==> src/rtl/ac97_pkg.sv <==
// rtl/ac97_pkg.sv - AC97 frame constants and framing state shared by the receiver and transmitter
package ac97_pkg;

  localparam int FRAME_BITS  = 256;
  localparam int TAG_BITS    = 16;
  localparam int SLOT_BITS   = 20;
  localparam int SLOT1_START = 16;
  localparam int SLOT2_START = 36;
  localparam int SLOT3_START = 56;
  localparam int SLOT4_START = 76;

  typedef enum logic {
    HUNT,
    FRAME
  } ac97_state_t;

  // True while cnt lies in the window [start, start+len); all windows end at or below bit 96
  function automatic logic in_window(input logic [7:0] cnt, input logic [7:0] start,
                                     input logic [7:0] len);
    return (cnt >= start) && (cnt < start + len);
  endfunction

endpackage

==> src/rtl/ac97_slot_shift.sv <==
// rtl/ac97_slot_shift.sv - 20-bit MSB-first slot shift register
module ac97_slot_shift
  import ac97_pkg::*;
(
  input  logic                 clk,
  input  logic                 reset,
  input  logic                 shift_en,
  input  logic                 sdata,
  output logic [SLOT_BITS-1:0] data
);

  always_ff @(posedge clk) begin
    if (reset) begin
      data <= '0;
    end else if (shift_en) begin
      data <= {data[SLOT_BITS-2:0], sdata};
    end
  end

endmodule

==> src/rtl/ac97_frame_receiver.sv <==
// rtl/ac97_frame_receiver.sv - AC97 codec-to-controller frame deserializer
// Extracts tag, codec status (slots 1/2) and record PCM (slots 3/4) with one-cycle valid pulses.
module ac97_frame_receiver
  import ac97_pkg::*;
#(
  parameter int PCM_WIDTH = 16
) (
  input  logic                 ac97_bitclk,
  input  logic                 reset,
  input  logic                 ac97_sync,
  input  logic                 ac97_sdata_in,
  output logic                 codec_ready,
  output logic                 status_valid,
  output logic [6:0]           status_addr,
  output logic [15:0]          status_data,
  output logic                 pcm_valid,
  output logic [PCM_WIDTH-1:0] pcm_left,
  output logic [PCM_WIDTH-1:0] pcm_right,
  output logic                 frame_error,
  output logic                 locked
);

  ac97_state_t          state, state_next;
  logic                 sync_q;
  logic                 sync_rise;
  logic [7:0]           bit_cnt, cnt_next;
  logic [TAG_BITS-1:0]  tag;
  logic [SLOT_BITS-1:0] slot1, slot2, slot3, slot4;
  logic                 in_frame, last_bit, commit, err;
  logic                 tag_en;
  logic [3:0]           slot_en;
  logic                 unused_slot_bits;

  always_comb begin
    state_next = state;
    cnt_next   = bit_cnt;
    commit     = 1'b0;
    err        = 1'b0;
    sync_rise  = ac97_sync & ~sync_q;
    in_frame   = (state == FRAME);
    last_bit   = in_frame && (bit_cnt == 8'(FRAME_BITS - 1));
    tag_en     = in_frame && in_window(bit_cnt, 8'd0, 8'(TAG_BITS));
    slot_en[0] = in_frame && in_window(bit_cnt, 8'(SLOT1_START), 8'(SLOT_BITS));
    slot_en[1] = in_frame && in_window(bit_cnt, 8'(SLOT2_START), 8'(SLOT_BITS));
    slot_en[2] = in_frame && in_window(bit_cnt, 8'(SLOT3_START), 8'(SLOT_BITS));
    slot_en[3] = in_frame && in_window(bit_cnt, 8'(SLOT4_START), 8'(SLOT_BITS));
    case (state)
      HUNT: begin
        if (sync_rise) begin
          state_next = FRAME;
          cnt_next   = '0;
        end
      end
      FRAME: begin
        if (last_bit) begin
          // A complete frame commits whether or not the next sync arrives on time
          commit   = 1'b1;
          cnt_next = '0;
          if (!sync_rise) begin
            err        = 1'b1;
            state_next = HUNT;
          end
        end else if (sync_rise) begin
          err      = 1'b1;
          cnt_next = '0;
        end else begin
          cnt_next = bit_cnt + 8'd1;
        end
      end
      default: begin
        state_next = HUNT;
        cnt_next   = '0;
      end
    endcase
  end

  always_ff @(posedge ac97_bitclk) begin
    if (reset) begin
      state   <= HUNT;
      sync_q  <= 1'b0;
      bit_cnt <= '0;
      tag     <= '0;
    end else begin
      state   <= state_next;
      sync_q  <= ac97_sync;
      bit_cnt <= cnt_next;
      if (tag_en) tag <= {tag[TAG_BITS-2:0], ac97_sdata_in};
    end
  end

  ac97_slot_shift u_slot1 (.clk(ac97_bitclk), .reset(reset), .shift_en(slot_en[0]), .sdata(ac97_sdata_in), .data(slot1));
  ac97_slot_shift u_slot2 (.clk(ac97_bitclk), .reset(reset), .shift_en(slot_en[1]), .sdata(ac97_sdata_in), .data(slot2));
  ac97_slot_shift u_slot3 (.clk(ac97_bitclk), .reset(reset), .shift_en(slot_en[2]), .sdata(ac97_sdata_in), .data(slot3));
  ac97_slot_shift u_slot4 (.clk(ac97_bitclk), .reset(reset), .shift_en(slot_en[3]), .sdata(ac97_sdata_in), .data(slot4));

  // Reserved and truncated slot bits are intentionally dropped
  assign unused_slot_bits = ^{slot1[19], slot1[11:0], slot2[3:0], slot3, slot4};

  always_ff @(posedge ac97_bitclk) begin
    if (reset) begin
      codec_ready  <= 1'b0;
      status_valid <= 1'b0;
      status_addr  <= '0;
      status_data  <= '0;
      pcm_valid    <= 1'b0;
      pcm_left     <= '0;
      pcm_right    <= '0;
      frame_error  <= 1'b0;
      locked       <= 1'b0;
    end else begin
      status_valid <= 1'b0;
      pcm_valid    <= 1'b0;
      frame_error  <= err;
      locked       <= (state_next == FRAME);
      if (commit) begin
        codec_ready <= tag[15];
        if (tag[15] & tag[14] & tag[13]) begin
          status_valid <= 1'b1;
          status_addr  <= slot1[18:12];
          status_data  <= slot2[19:4];
        end
        if (tag[15] & tag[12] & tag[11]) begin
          pcm_valid <= 1'b1;
          pcm_left  <= slot3[SLOT_BITS-1 -: PCM_WIDTH];
          pcm_right <= slot4[SLOT_BITS-1 -: PCM_WIDTH];
        end
      end
    end
  end

endmodule

==> config.mk <==
export PLATFORM = sky130hd
export DESIGN_NAME = ac97_frame_receiver
export DESIGN_NICKNAME = d
export VERILOG_FILES = /design/src/rtl/ac97_pkg.sv /design/src/rtl/ac97_slot_shift.sv /design/src/rtl/ac97_frame_receiver.sv
export SDC_FILE = /design/constraint.sdc
export NUM_CORES = 1
export LEC_CHECK = 0
export BUFFER_PORTS_ARGS = -buffer_cell sky130_fd_sc_hd__buf_4
export CAP_MARGIN = 20
export CORE_MARGIN = 2
export CORE_UTILIZATION = 60
export CTS_CLUSTER_SIZE = 10
export DETAILED_ROUTE_END_ITERATION = 6
export PLACE_DENSITY_LB_ADDON = 0.05
export SLEW_MARGIN = 20
export SYNTH_ARGS = -nofsm -noshare
export SYNTH_HDL_FRONTEND = slang
export SYNTH_SLANG_ARGS = --single-unit
==> constraint.sdc <==
create_clock -name ac97_bitclk -period 2.5 [get_ports ac97_bitclk]
set_input_delay 0.25 -clock ac97_bitclk [delete_from_list [all_inputs] [get_ports ac97_bitclk]]
set_output_delay 0.25 -clock ac97_bitclk [all_outputs]
set_load 0.05 [all_outputs]
==> results of run 1 <==
## stage by stage
| step | power [uW] | hold slack [ns] |
|---|---|---|
| after detailed placement | 2780 | 0.443 |
| after global placement | 2780 | 0.435 |
| after floorplan | 2760 | 0.378 |
| after CTS | 5240 | 0.266 |
| after global routing | 5350 | 0.292 |
| final | 5190 | 0.287 |
## synthesized netlist by cell type (3+ instances only)
master and count:
sky130_fd_sc_hd__o21ai_2 23, sky130_fd_sc_hd__ha_1 3, sky130_fd_sc_hd__nor2_1 61, sky130_fd_sc_hd__nand3_1 8, sky130_fd_sc_hd__buf_6 8, sky130_fd_sc_hd__or3_1 3
sky130_fd_sc_hd__mux2i_1 91, sky130_fd_sc_hd__a21oi_1 40, sky130_fd_sc_hd__inv_1 3, sky130_fd_sc_hd__nand3b_2 7, sky130_fd_sc_hd__nand2_1 83, sky130_fd_sc_hd__buf_4 6
sky130_fd_sc_hd__buf_2 5, sky130_fd_sc_hd__dfxtp_1 164, sky130_fd_sc_hd__clkbuf_1 24, sky130_fd_sc_hd__nand2b_1 42, sky130_fd_sc_hd__nand3b_1 18
## path summary, 6_finish.rpt
| kind | end | slack (ns) |
|---|---|---|
| setup / recovery | status_data[0] | 0.46 |
| hold / removal | codec_ready | 0.29 |
| setup reg to reg | status_data[0] | 0.46 |
| hold reg to reg | tag[1] | 0.45 |
## placed cells by master (no fill, tap or decap), types with 3 or more instances in the layout
cell type                    Yosys  routed
sky130_fd_sc_hd__or3_1           3       3
sky130_fd_sc_hd__clkinvlp_4      0       3
sky130_fd_sc_hd__nand2_1        83      83
sky130_fd_sc_hd__mux2i_1        91      91
sky130_fd_sc_hd__clkbuf_8        0       7
sky130_fd_sc_hd__nand2b_1       42      42
sky130_fd_sc_hd__clkbuf_16       0      16
sky130_fd_sc_hd__ha_1            3       3
sky130_fd_sc_hd__clkinv_2        0       4
sky130_fd_sc_hd__nand3b_2        7       7
sky130_fd_sc_hd__nand3b_1       18      18
sky130_fd_sc_hd__a21oi_1        40      40
sky130_fd_sc_hd__nand3_1         8       8
sky130_fd_sc_hd__nor2_1         61      61
sky130_fd_sc_hd__o21ai_2        23      24
sky130_fd_sc_hd__buf_4           6      70
sky130_fd_sc_hd__inv_1           3       3
sky130_fd_sc_hd__dfxtp_1       164     164
## worst max-delay path, stage by stage, from the launching register on
cell                       delay (ns)
sky130_fd_sc_hd__dfxtp_1         0.43
sky130_fd_sc_hd__ha_1            0.20
sky130_fd_sc_hd__nand2_1         0.12
sky130_fd_sc_hd__or4_4           0.85
sky130_fd_sc_hd__nand3b_1        0.23
sky130_fd_sc_hd__o21ai_2         0.07
## report_power, final
part / switching, uW / internal, uW / total (uW)
clock network: 986 / 1470 / 2460
logic: 67.5 / 38.4 / 106
registers: 4.70 / 2620 / 2620
total: 1060 / 4130 / 5190
## per-layer routing
| layer | global-route usage, % | share of wire, % |
|---|---|---|
| met2 | 32.0 | 47 |
| met1 | 25.7 | 49 |
| met4 | 6.77 | 0.90 |
| met3 | 6.07 | 3.6 |
| met5 | 0 | 0 |
## sequential cells by signal, summed over array words and instances (netlist names)
signal        flops
bit_cnt           8
u_slot3.data     20
sync_q            1
pcm_valid         1
u_slot4.data     20
u_slot2.data     20
status_addr       7
pcm_right        16
codec_ready       1
tag              16
u_slot1.data     19
status_valid      1
status_data      16
pcm_left         16
locked            1
frame_error       1
## layout make-up
type / count / area share (%)
multi-input cells: 410 / 36.9
clock inverters: 8 / 0.991
repair buffers: 74 / 7.99
clock buffers: 24 / 6.83
flip-flops and latches: 164 / 44.8
well taps: 136 / 2.32
inverters: 3 / 0.154
## cell families (layout without fill, tap and decap cells)
family	after synthesis	in the layout	synth area share [%]
XOR/XNOR	3	3	0.420
adder cells (fa/ha/maj)	3	3	0.600
AO/OA/AOI/OAI	71	71	7.40
multiplexers	92	92	14.7
AND/OR/NAND/NOR	241	241	19.9
flip-flops	164	164	52.5
buffers and inverters	48	109	4.50
==> run summary, run 1 <==
Clock latency at the later pin of the worst-skew pair: 0.52 ns
Minimum setup slack after placement: 0.502 ns
Total of buffers placed on input and output ports: 63
TritonCTS clock tree: done
Unrepaired setup endpoints after global routing: no
Total global routing track utilization: 20.0%
Io pins: 64
Fillcell total: 764
Setup WS post-layout: 0.458 ns
CTS clock-pin slew for the worst setup and hold paths: 0.06 ns
Launch point of the worst path: bit_cnt[1]
WL/cell: 13.1 um
Worst hold path class: input pin to flip-flop
Post-Syn Nets: 629
Gr ovfl total: 0
Required time of the critical path: 2.89 ns
Post-Syn Instances: 622
Total Wirelength: 10.7 mm
Vias: 4,256
Number of placed cells counting well taps: 785
Leading register cell type out of synthesis: sky130_fd_sc_hd__dfxtp_1
TritonRoute pass-1 iters: 4
Pin count of the biggest net entering global routing: 89
Synthesis-to-finish area growth: 17.1%
1st-iter DRT viols: 179
Achievable frequency: 0.490 GHz
Critical Path AT: 2.43 ns
VDD IR-drop max: 0.000434 V
Run status: completed
Vertical die dimension: 106 um
Register cell area after layout: 3280 um^2
Post-detail-place hpwl: 6.56 mm
Largest fanout on the critical path: 46
Transition time at the pin with the least slew margin: 0.747 ns
Maxcap violations: 0
Pins over their slew limit: 0
Start of the worst register-to-register path: bit_cnt[1]
Fin cells: 819
Post-place instance area: 6730 um^2
Root Buffer: sky130_fd_sc_hd__clkbuf_8
First-pass GRT wire length: 18.2 mm
Hold buffer count at CTS: 2
FF+latch count, synth: 164
Worst Min Path Start: reset
Average instance area after synthesis: 10.1 um^2
Die area: 11,300 um^2
YS warnings: 0
Area of the mapped netlist: 6260 um^2
Area taken by multi-input logic gates: 2700 um^2
Core region area: 10,200 um^2
Width of the die: 106 um
Synth unique cells: 43
Share of synthesized area occupied by flip-flops and latches: 52.5%
Num CTS Buffers: 17
Worst hold path stage count: 2
Vias in the first global route: 3,965
Post-cts sizing count: 0
Layout net count: 677
EDFF count, synth: 0
Worst-case clock skew: 0.00620 ns
Critical path launch point type: flip-flop
Setup-failing EPs final: 0
Final period demand of the worst path: 2.04 ns
# clock sinks: 164
Standby leakage power: 0.00293 uW
Max-slew headroom at the worst pin: 50.2%
Total negative slack: 0 ns
Fraction of layout cells with a size suffix above 1: 20.9%
Kind of end point of the critical path: flip-flop
Initial antenna violation count: 0
Layout Utilization: 71.6%
Site Rows: 37
Maximum level of the CTS H-tree: 4
Maximum count of clock buffers along a single path: 2
P per Cell Area: 708 nW/um^2
Worst r2r path cells: 5
Largest area contributor in the netlist: sky130_fd_sc_hd__dfxtp_1
Total DRC errors in the routed layout: 0
Final std cell area, no fill: 7330 um^2
Hold Fails Final Rpt: 0
Crit path kind: flip-flop to flip-flop
Initial core utilization: 61.2%
Async S/R FF share, synth: 0%
Area fraction of the dominant cell type after synthesis: 52.5%
Gpl congestion: 0.756
Antenna-violating nets left: 0
Post CTS Setup Buffer Count: 0
Part of the cycle the worst path needs: 81.7%
Detailed-route vias per instance: 5.20
Total inserted antenna cells: 0
Leading cell types by total area after synthesis: sky130_fd_sc_hd__dfxtp_1 (52%), sky130_fd_sc_hd__mux2i_1 (15%), sky130_fd_sc_hd__nand2_1 (5.0%)
Power figures use the tool's default switching activity.
==> run 2: changes to the inputs <==
--- a/config.mk
+++ b/config.mk
@@ -8,7 +8,7 @@
 export BUFFER_PORTS_ARGS = -buffer_cell sky130_fd_sc_hd__buf_4
 export CAP_MARGIN = 20
 export CORE_MARGIN = 2
-export CORE_UTILIZATION = 60
+export CORE_UTILIZATION = 58
 export CTS_CLUSTER_SIZE = 10
 export DETAILED_ROUTE_END_ITERATION = 6
 export PLACE_DENSITY_LB_ADDON = 0.05
==> constraint.sdc (replaced) <==
create_clock -name ac97_bitclk -period 2.1 [get_ports ac97_bitclk]
set_input_delay 0.21 -clock ac97_bitclk [delete_from_list [all_inputs] [get_ports ac97_bitclk]]
set_output_delay 0.21 -clock ac97_bitclk [all_outputs]
set_load 0.05 [all_outputs]
==> run summary, run 2 (synthesis gave the netlist of run 1 again) <==
Fraction of power consumed by the clock network: 48.4% (+1.0 points)
VDD IR-drop max: 0.000560 V (+29%)
Pins over their slew limit: 0 (unchanged)
Die area: 11,600 um^2 (+3.3%)
Total global routing track utilization: 20.0% (+0.050 points)
TritonCTS clock tree: done
Total Wirelength: 10.8 mm (+0.43%)
Total inserted antenna cells: 0 (unchanged)
Standby leakage power: 0.00299 uW (+2.1%)
Total negative slack: 0 ns (unchanged)
Register-to-register setup slack: 0.22 ns (-0.24 ns)
Site Rows: 37 (unchanged)
Sequential power share: 49.4% (-1.1 points)
Largest regs: u_slot2.data (20), u_slot3.data (20), u_slot4.data (20)
Worst hold margin: 0.117 ns (-0.170 ns)
Max-slew headroom at the worst pin: 53.8% (+3.6 points)
Vertical die dimension: 108 um (+1.6%)
Maximum level of the CTS H-tree: 4 (unchanged)
WL/cell: 13.1 um (about the same)
Post-detail-place hpwl: 6.91 mm (+5.3%)
Worst hold path class: input pin to flip-flop
Post CTS Setup Buffer Count: 0 (unchanged)
Total DRC errors in the routed layout: 0 (unchanged)
Top library cells by usage in the layout, fill and taps aside: sky130_fd_sc_hd__dfxtp_1 (164), sky130_fd_sc_hd__mux2i_1 (91), sky130_fd_sc_hd__nand2_1 (83)
Overall power consumption: 6320 uW (+22%)
Register cell area after layout: 3280 um^2 (unchanged)
Leading cell type in the layout, fill and taps excluded: sky130_fd_sc_hd__dfxtp_1
# clock sinks: 164 (unchanged)
Initial antenna violation count: 0 (unchanged)
Sequence of cells on the critical path: nand3b_1 > or3_1 > nand2_1 > a21oi_1
Maximum count of clock buffers along a single path: 2 (unchanged)
Vias: 4,288 (+0.75%)
Unrepaired setup endpoints after global routing: no
Switch share: 20.2% (-0.24 points)
Worst-path cell with the longest stage delay: sky130_fd_sc_hd__or3_1
Pin count of the biggest net entering global routing: 54 (-39%)
Gpl congestion: 0.818 (+8.1%)
Critical Path AT: 2.29 ns (-0.14 ns)
Largest stage delay on the critical path: 0.70 ns (-0.15 ns)
Critical path launch point type: flip-flop
Hold Fails Final Rpt: 0 (unchanged)
Part of the cycle the worst path needs: 89.5% (+7.8 points)
Clock latency at the later pin of the worst-skew pair: 0.52 ns (about the same)
Vias in the first global route: 4,076 (+2.8%)
Post-cts sizing count: 0 (unchanged)
Required time of the critical path: 2.51 ns (-0.38 ns)
Maxcap violations: 0 (unchanged)
Total of buffers placed on input and output ports: 63 (unchanged)
Root Buffer: sky130_fd_sc_hd__clkbuf_8
Antenna-violating nets left: 0 (unchanged)
Fraction of layout cells with a size suffix above 1: 21.4% (+0.46 points)
Initial core utilization: 60.1% (-1.1 points)
P per Cell Area: 850 nW/um^2 (+20%)
Largest fanout on the critical path: 20 (-57%)
Io pins: 64 (unchanged)
Final period demand of the worst path: 1.88 ns (-0.163 ns)
CTS clock-pin slew for the worst setup and hold paths: 0.06 ns (about the same)
Width of the die: 108 um (+1.6%)
Detailed-route vias per instance: 5.21 (+0.26%)
Gr ovfl total: 0 (unchanged)
Run status: completed
Core region area: 10,400 um^2 (+1.8%)
Transition time at the pin with the least slew margin: 0.693 ns (-0.0537 ns)
Total internal power: 5050 uW (+22%)
Worst-case clock skew: 0.00837 ns (+0.00217 ns)
Layout Utilization: 71.4% (-0.19 points)
Synthesis-to-finish area growth: 18.9%
1st-iter DRT viols: 247 (+38%)
Crit path kind: flip-flop to flip-flop
Kind of end point of the critical path: flip-flop
TritonRoute pass-1 iters: 5 (+1)
Proportion of power drawn by combinational gates: 2.2% (+0.2 points)
Area taken by multi-input logic gates: 2700 um^2 (unchanged)
Net switching power: 1280 uW (+20%)
Layout net count: 682 (+0.74%)
Fillcell total: 796 (+4.2%)
Achievable frequency: 0.532 GHz (+8.7%)
First-pass GRT wire length: 18.5 mm (+2.0%)
Num CTS Buffers: 17 (unchanged)
Setup-failing EPs final: 0 (unchanged)
## run 2: critical path, delay by kind of cell, from the launching register on
| family | cells | cell delay [ns] |
|---|---|---|
| AO/OA/AOI/OAI | 1 | 0.08 |
| flip-flops | 1 | 0.55 |
| AND/OR/NAND/NOR | 3 | 1.13 |
## run 2: power by group through the flow
stage	Clock [uW]	Sequential (uW)	Combinational, uW
after CTS	3140	3120	137
after global placement	0	3190	131
final	3060	3120	137
after global routing	3260	3120	149
after floorplan	0	3200	85.5
after detailed placement	0	3190	133
## run 2: routing by layer
metal  vias up  track usage [%]  wire length (um)
met5         -                0                 0
met4         0             9.25               220
met3        18             5.33               441
met2        87             32.3              5150
met1      1988             24.9              4970
li1       2195                -                 -
## run 2: layout make-up
type / count / area share [%]
clock buffer: 20 / 5.99
clock inverter: 11 / 2.05
inverter: 3 / 0.151
multi-input combinational: 410 / 36.3
sequential: 164 / 44.1
tap: 136 / 2.29
timing repair buffer: 79 / 9.05
## run 2: what timing repair did
action                     4_1_cts  5_1_grt
hold endpoints to repair         5        0
hold buffers                     2        0
setup endpoints to repair        0        0
## run 2: worst paths after layout
check | to | startpoint | cells past startpoint
setup / recovery | u_slot4.data[15] | locked | 4
hold / removal | u_slot2.data[3] | reset | 2
setup reg to reg | u_slot4.data[15] | locked | 4
hold reg to reg | tag[5] | tag[4] | 2
## run 2: stage by stage
stage                     worst slack, ns  std cells  area [um^2]
after floorplan                    0.0917        622         6260
after global placement              0.293        790         6820
after detailed placement            0.208        790         6820
after CTS                           0.193        823         7440
after global routing               0.0917        823         7440
final                               0.220        823         7440
